==> src/rtl/hazard_pkg.sv <==
// Shared types and constants for the pipeline hazard controller.
package hazard_pkg;

  localparam int unsigned REG_W    = 5;
  localparam int unsigned MD_CNT_W = 4;

  localparam logic [REG_W-1:0] REG_ZERO = 5'd0;

  typedef enum logic [1:0] {
    FWD_RF  = 2'b00,
    FWD_WB  = 2'b01,
    FWD_MEM = 2'b10
  } fwd_sel_t;

  typedef enum logic {
    MD_IDLE = 1'b0,
    MD_BUSY = 1'b1
  } md_state_t;

  // E-stage ALU operand select; the M-stage result wins over W, r0 is never forwarded.
  function automatic fwd_sel_t fwd_sel(
    input logic [REG_W-1:0] src,
    input logic             rw_m,
    input logic [REG_W-1:0] wr_m,
    input logic             rw_w,
    input logic [REG_W-1:0] wr_w
  );
    if (src != REG_ZERO && rw_m && wr_m == src)      return FWD_MEM;
    else if (src != REG_ZERO && rw_w && wr_w == src) return FWD_WB;
    else                                             return FWD_RF;
  endfunction

endpackage

==> src/rtl/hazard_ctrl_muldiv_tracker.sv <==
// Busy tracker for the multi-cycle mult/div unit: IDLE/BUSY FSM with a down-counter.
module muldiv_tracker
  import hazard_pkg::*;
#(
  parameter int unsigned MULDIV_LAT = 4
) (
  input  logic clk,
  input  logic reset,
  input  logic MulDivStartE,
  output logic MulDivBusy
);

  md_state_t             r_state;
  md_state_t             w_state_nxt;
  logic [MD_CNT_W-1:0]   r_cnt;
  logic [MD_CNT_W-1:0]   w_cnt_nxt;

  always_ff @(posedge clk) begin
    if (reset) begin
      r_state <= MD_IDLE;
      r_cnt   <= '0;
    end else begin
      r_state <= w_state_nxt;
      r_cnt   <= w_cnt_nxt;
    end
  end

  // A start while BUSY is ignored; the D-stage stall keeps it from happening.
  always_comb begin
    w_state_nxt = r_state;
    w_cnt_nxt   = r_cnt;
    case (r_state)
      MD_IDLE: begin
        if (MulDivStartE) begin
          w_state_nxt = MD_BUSY;
          w_cnt_nxt   = MD_CNT_W'(MULDIV_LAT - 1);
        end
      end
      MD_BUSY: begin
        if (r_cnt == '0) w_state_nxt = MD_IDLE;
        else             w_cnt_nxt   = r_cnt - MD_CNT_W'(1);
      end
      default: w_state_nxt = MD_IDLE;
    endcase
  end

  always_comb begin
    MulDivBusy = (r_state == MD_BUSY);
  end

endmodule

==> src/rtl/hazard_ctrl.sv <==
// Hazard controller for the 5-stage MIPS core: stalls, flush and forwarding selects.
// Optional performance counters are enabled with `define HAZARD_PERF_CNT_EN.
module hazard_ctrl
  import hazard_pkg::*;
#(
  parameter int unsigned MULDIV_LAT = 4,
  parameter int unsigned CNT_W      = 32
) (
  input  logic             clk,
  input  logic             reset,
  input  logic [REG_W-1:0] RsD,
  input  logic [REG_W-1:0] RtD,
  input  logic [REG_W-1:0] RsE,
  input  logic [REG_W-1:0] RtE,
  input  logic [REG_W-1:0] WriteRegE,
  input  logic [REG_W-1:0] WriteRegM,
  input  logic [REG_W-1:0] WriteRegW,
  input  logic             RegWriteE,
  input  logic             RegWriteM,
  input  logic             RegWriteW,
  input  logic             MemtoRegE,
  input  logic             MemtoRegM,
  input  logic             BranchD,
  input  logic             MulDivStartE,
  input  logic             MulDivUseD,
  output logic             StallF,
  output logic             StallD,
  output logic             FlushE,
  output logic             ForwardAD,
  output logic             ForwardBD,
  output logic [1:0]       ForwardAE,
  output logic [1:0]       ForwardBE,
  output logic             MulDivBusy
`ifdef HAZARD_PERF_CNT_EN
  ,
  output logic [CNT_W-1:0] StallCycles,
  output logic [CNT_W-1:0] MulDivOps
`endif
);

  if (MULDIV_LAT < 1 || MULDIV_LAT > 15 || CNT_W < 1) begin : g_bad_param
    $error("hazard_ctrl: MULDIV_LAT must be 1..15 and CNT_W at least 1");
  end

  logic w_lwstall;
  logic w_branchstall;
  logic w_muldivstall;
  logic w_stall;
  logic w_hit_e;
  logic w_hit_m;

  muldiv_tracker #(
    .MULDIV_LAT (MULDIV_LAT)
  ) u_muldiv_tracker (
    .clk          (clk),
    .reset        (reset),
    .MulDivStartE (MulDivStartE),
    .MulDivBusy   (MulDivBusy)
  );

  // Stall causes simply OR together; a start in E counts so a back-to-back use waits.
  always_comb begin
    w_hit_e       = RegWriteE && WriteRegE != REG_ZERO && (WriteRegE == RsD || WriteRegE == RtD);
    w_hit_m       = MemtoRegM && WriteRegM != REG_ZERO && (WriteRegM == RsD || WriteRegM == RtD);
    w_lwstall     = MemtoRegE && (RtE == RsD || RtE == RtD);
    w_branchstall = BranchD && (w_hit_e || w_hit_m);
    w_muldivstall = MulDivUseD && (MulDivBusy || MulDivStartE);
    w_stall       = w_lwstall || w_branchstall || w_muldivstall;
  end

  always_comb begin
    StallF    = 1'b0;
    StallD    = 1'b0;
    FlushE    = 1'b0;
    ForwardAE = FWD_RF;
    ForwardBE = FWD_RF;
    ForwardAD = 1'b0;
    ForwardBD = 1'b0;
    if (!reset) begin
      StallF    = w_stall;
      StallD    = w_stall;
      FlushE    = w_stall;
      ForwardAE = fwd_sel(RsE, RegWriteM, WriteRegM, RegWriteW, WriteRegW);
      ForwardBE = fwd_sel(RtE, RegWriteM, WriteRegM, RegWriteW, WriteRegW);
      ForwardAD = RsD != REG_ZERO && RegWriteM && WriteRegM == RsD;
      ForwardBD = RtD != REG_ZERO && RegWriteM && WriteRegM == RtD;
    end
  end

`ifdef HAZARD_PERF_CNT_EN
  logic [CNT_W-1:0] r_stall_cycles;
  logic [CNT_W-1:0] r_muldiv_ops;
  logic             w_md_launch;

  // IDLE->BUSY happens exactly when a start arrives while the unit is idle.
  always_comb begin
    w_md_launch = MulDivStartE && !MulDivBusy;
  end

  always_ff @(posedge clk) begin
    if (reset) begin
      r_stall_cycles <= '0;
      r_muldiv_ops   <= '0;
    end else begin
      if (StallD && r_stall_cycles != '1)    r_stall_cycles <= r_stall_cycles + CNT_W'(1);
      if (w_md_launch && r_muldiv_ops != '1) r_muldiv_ops   <= r_muldiv_ops + CNT_W'(1);
    end
  end

  assign StallCycles = r_stall_cycles;
  assign MulDivOps   = r_muldiv_ops;
`endif

endmodule

==> config.mk <==
export PLATFORM = sky130hd
export DESIGN_NAME = hazard_ctrl
export DESIGN_NICKNAME = d
export VERILOG_FILES = /design/src/rtl/hazard_pkg.sv /design/src/rtl/hazard_ctrl_muldiv_tracker.sv /design/src/rtl/hazard_ctrl.sv
export SDC_FILE = /design/constraint.sdc
export NUM_CORES = 1
export LEC_CHECK = 0
export CORE_MARGIN = 4
export CORE_UTILIZATION = 30
export DETAILED_ROUTE_END_ITERATION = 12
export PLACE_DENSITY = 0.76
export SLEW_MARGIN = 30
export SYNTH_ARGS = -nofsm -noshare
export SYNTH_HDL_FRONTEND = slang
export SYNTH_SLANG_ARGS = --single-unit
==> constraint.sdc <==
create_clock -name clk -period 1.8 [get_ports clk]
set_input_delay 0.18 -clock clk [delete_from_list [all_inputs] [get_ports clk]]
set_output_delay 0.18 -clock clk [all_outputs]
set_load 0.05 [all_outputs]
==> impl_summary.txt, run 1 <==
----------------------------------------------------
[Outcome]
  Result of the run ... finished with violations
  Violated checks ... negative setup slack

[Pwr]
  Peak VDD IR ... 0.135 mV
  Proportion of power drawn by combinational gates ... 63.7%
  Register share of total power ... 18.2%
  Proportion of power drawn by the clock network ... 18.1%
  PwrDens ... 346 nW/um^2
  Switching share of power ... 38.5%
  Leakage component of the power ... 0.870 nW
  Total Power ... 720 uW
  Cell-internal power ... 443 uW
  Net load switching power ... 278 uW

[Worst setup path]
  Nature of the critical path endpoint ... output port
  Top cell family by delay on the critical path ... buffers and inverters
  Kind of critical path ... in -> out
  Critical Path Slowest Stage Cell ... or3_4
  Required time worst endpoint ... 1.62 ns
  Crit Path Max Fanout ... 3
  Type of origin of the critical path ... input pin
  List of cells traversed by the critical path ... dlygate4sd2_1, buf_4, xor2_2, nor3_2, nand3_2, a21oi_1, or3_4, buf_8
  Worst path arrival time ... 1.63 ns
  Longest individual stage delay on the worst path ... 0.43 ns
  Count of buffering cells on the critical path with inverters included ... 3

[Die]
  Die Outline Area ... 4420 um^2
  I/O pin total ... 55
  Number of rows created at floorplan ... 20
  Height of the chip ... 66.5 um
  Placeable core region ... 3150 um^2
  Die boundary width ... 66.5 um
  Initial Util ... 32.5%

[Place]
  # port buffers ... 54
  RD Place Congestion ... 0.923
  Post-placement setup slack ... -0.405 ns
  Total cell area at the placement stage ... 1940 um^2
  DP Wirelength ... 3050 um

[Logic synthesis]
  Average cell area after synthesis ... 7.43 um^2
  Share of Yosys cell area claimed by the top area cell type ... 21.3%
  Biggest area consumer among synthesized cells ... xor2_1
  Count of warnings emitted by yosys ... 0
  Post-synthesis simple-gate area fraction ... 29.8%
  Parity-gate share of the synthesized area counting xor and xnor cells ... 41.0%
  Multiplexer share of the synthesized area ... 0%
  Number of distinct library cells after synthesis ... 31
  Dominant combinational cell family by area after synthesis ... XOR/XNOR gates
  Post-synthesis instance total ... 138
  Synthesized area ... 1030 um^2
  Share of the synthesized area in compound gates (AO/OA/AOI/OAI) ... 9.39%
  Sequential-to-total area share from yosys stat ... 9.76%
  Number of flip-flops and latches in the synthesized netlist ... 5
  Adder-cell share of the synthesized area ... 1.22%
  Top post-synthesis cells by area ... xor2_1 21%, xnor2_1 20%, dfxtp_1 9.8%
  Net count of the mapped netlist ... 184

[Clocking]
  Clock tree from TritonCTS ... built
  Worst-skew pair later-pin latency ... 0.24 ns
  Clock root cell ... clkbuf_4
  Num CTS Buffers ... 3
  Max H-tree Level ... 1
  TritonCTS sink count ... 5
  Clock-pin slew on the worst setup and hold paths ... 0.04 ns
  Max Root-Sink Buffers ... 2

[STA]
  RSZ-0062 raised after global routing ... true
  Slew at the pin with the worst max-slew slack ... 0.291 ns
  Peak clock frequency supported by timing ... 554 MHz
  Hold violation count in the final report ... 0
  Time the worst path needs with I/O delays and setup ... 1.81 ns
  Final Skew ... 0.00108 ns
  Worst path setup slack after routing ... -0.00616 ns
  Relative slew slack ... 80.4%
  Summed negative setup slack over all endpoints ... -0.0169 ns
  Final setup viols ... 3
  Final Slew Violations ... 0
  Post-route fraction of the period consumed by the critical path ... 100%

[Cells and area]
  Leading cell types in the layout, fill and taps excluded ... 41 x buf_4, 24 x xor2_1, 20 x xnor2_1
  Share of post-route cells with drive strength above 1 ... 41.3%
  Count of fill cells added during filler insertion ... 268
  Most common library cell in the layout ignoring fill and taps ... buf_4
  Post-route design area ... 2080 um^2
  Number of diodes ... 0
  Final core utilization ... 66.1%
  Area Growth Syn to Fin ... 103%
  Total number of nets in the final design ... 270

[Global route]
  Pin count of the biggest net entering global routing ... 10
  Wire length of the first global-routing pass ... 5820 um
  Via count of the first global-routing pass ... 1,335
  Combined global-route utilization of all metal layers ... 16.9%
  Number of antenna violations at the first check in global routing ... 0
  GRT overflow ... 0

[Routing]
  Number of routed nets with antenna violations ... 0
  Total wirelength of the detailed-routed design ... 3680 um
  Vias per cell ... 4.76
  Total via count after detailed routing ... 1,271
  1st-pass router iterations ... 4
  Count of unresolved DRC violations after routing ... 0
  Drt wl/cell ... 13.8 um
  First DRT Iteration DRCs ... 32

[Min path]
  Class of the tightest hold or removal check ... in -> reg

[Flow run]
  MaxCap Viol Count ... 0

----------------------------------------------------
## cell type report
| cell class | instances | area [um^2] | share of cell area, % |
|---|---|---|---|
| tap | 44 | 55.1 | 2.64 |
| sequential | 5 | 100 | 4.80 |
| inverter | 4 | 15.0 | 0.720 |
| timing repair buffer | 94 | 875 | 42.0 |
| multi-input combinational | 116 | 1010 | 48.6 |
| clock buffer | 4 | 26.3 | 1.26 |
## kinds of logic after synthesis
| group | Yosys count |
|---|---|
| AOI/OAI and AO/OA | 14 |
| xor gates and xnor gates | 48 |
| and+or+nand+nor | 53 |
| DFF | 5 |
| adders and majority gates | 1 |
| buffers and inverters | 17 |
## registers in the layout (all words and copies together), names as in the netlist
register,cells
u_muldiv_tracker.MulDivBusy,1
u_muldiv_tracker.r_cnt,4
## tightest hold or removal path, stage by stage
cell,delay (ns)
dlymetal6s2s_1,0.19
buf_4,0.15
a21oi_1,0.03
## routing by layer
layer | up-vias | global-route usage (%) | wire [um]
li1 | 645 | - | -
met1 | 583 | 21.1 | 1630
met2 | 39 | 30.5 | 1820
met3 | 4 | 2.53 | 203
met4 | 0 | 3.05 | 19
met5 | - | 0 | 0
## metrics by stage
step	std cells	hold slack (ns)
final	267	0.358
after CTS	266	0.489
after global placement	262	0.477
after global routing	267	0.364
after floorplan	138	0.459
after detailed placement	262	0.482
## Yosys cell counts, drive strengths merged
library cell and n:
a211oi 1, a21oi 4, a221oi 1, a311oi 2
a31oi 1, buf 7, clkbuf 6, dfxtp 5
ha 1, inv 4, nand2 2, nand2b 2
nand3 8, nand3b 1, nand4 3, nor2 8
nor2b 9, nor3 7, nor4 6, o211ai 1
o21ai 3, o221ai 1, or3 1, or4 6
xnor2 23, xor2 25
## worst paths after layout
check             depth (start not counted)  slack [ns]                 startpoint                   endpoint
hold reg to reg                           2        0.49  u_muldiv_tracker.r_cnt[2]  u_muldiv_tracker.r_cnt[2]
setup / recovery                          8      -0.006               WriteRegM[0]                     StallD
setup reg to reg                          6        0.34  u_muldiv_tracker.r_cnt[0]  u_muldiv_tracker.r_cnt[1]
hold / removal                            3        0.36                      reset  u_muldiv_tracker.r_cnt[3]
## power by group through the flow
stage	Clock, mW	Sequential, mW	Combinational [mW]
floorplan	0	0.138	0.215
global placement	0	0.133	0.425
detailed placement	0	0.133	0.434
CTS	0.137	0.131	0.437
global route	0.149	0.132	0.495
finish	0.130	0.131	0.459
## what timing repair did
action / 4_1_cts / 5_1_grt
setup endpoints to repair: 9 / 8
hold buffers: 0 / 0
pin swaps: 18 / 14
buffers inserted: 0 / 1
resized for setup: 77 / 26
No activity file was read; power rests on OpenSTA's default activity.
==> run 2, diff against run 1 <==
GPL_TIMING_DRIVEN = 1   (was not set)
TNS_END_PERCENT = 100   (was not set)
==> results of run 2 <==
Final layout, timing and power as in run 1 (identical DEF).
==> run 3, diff against run 2 <==
ABC_CLOCK_PERIOD_IN_PS = 1800   (was not set)
HOLD_SLACK_MARGIN = 0.15   (was not set)
==> results of run 3 <==
Final layout, timing and power as in run 1 (identical DEF).
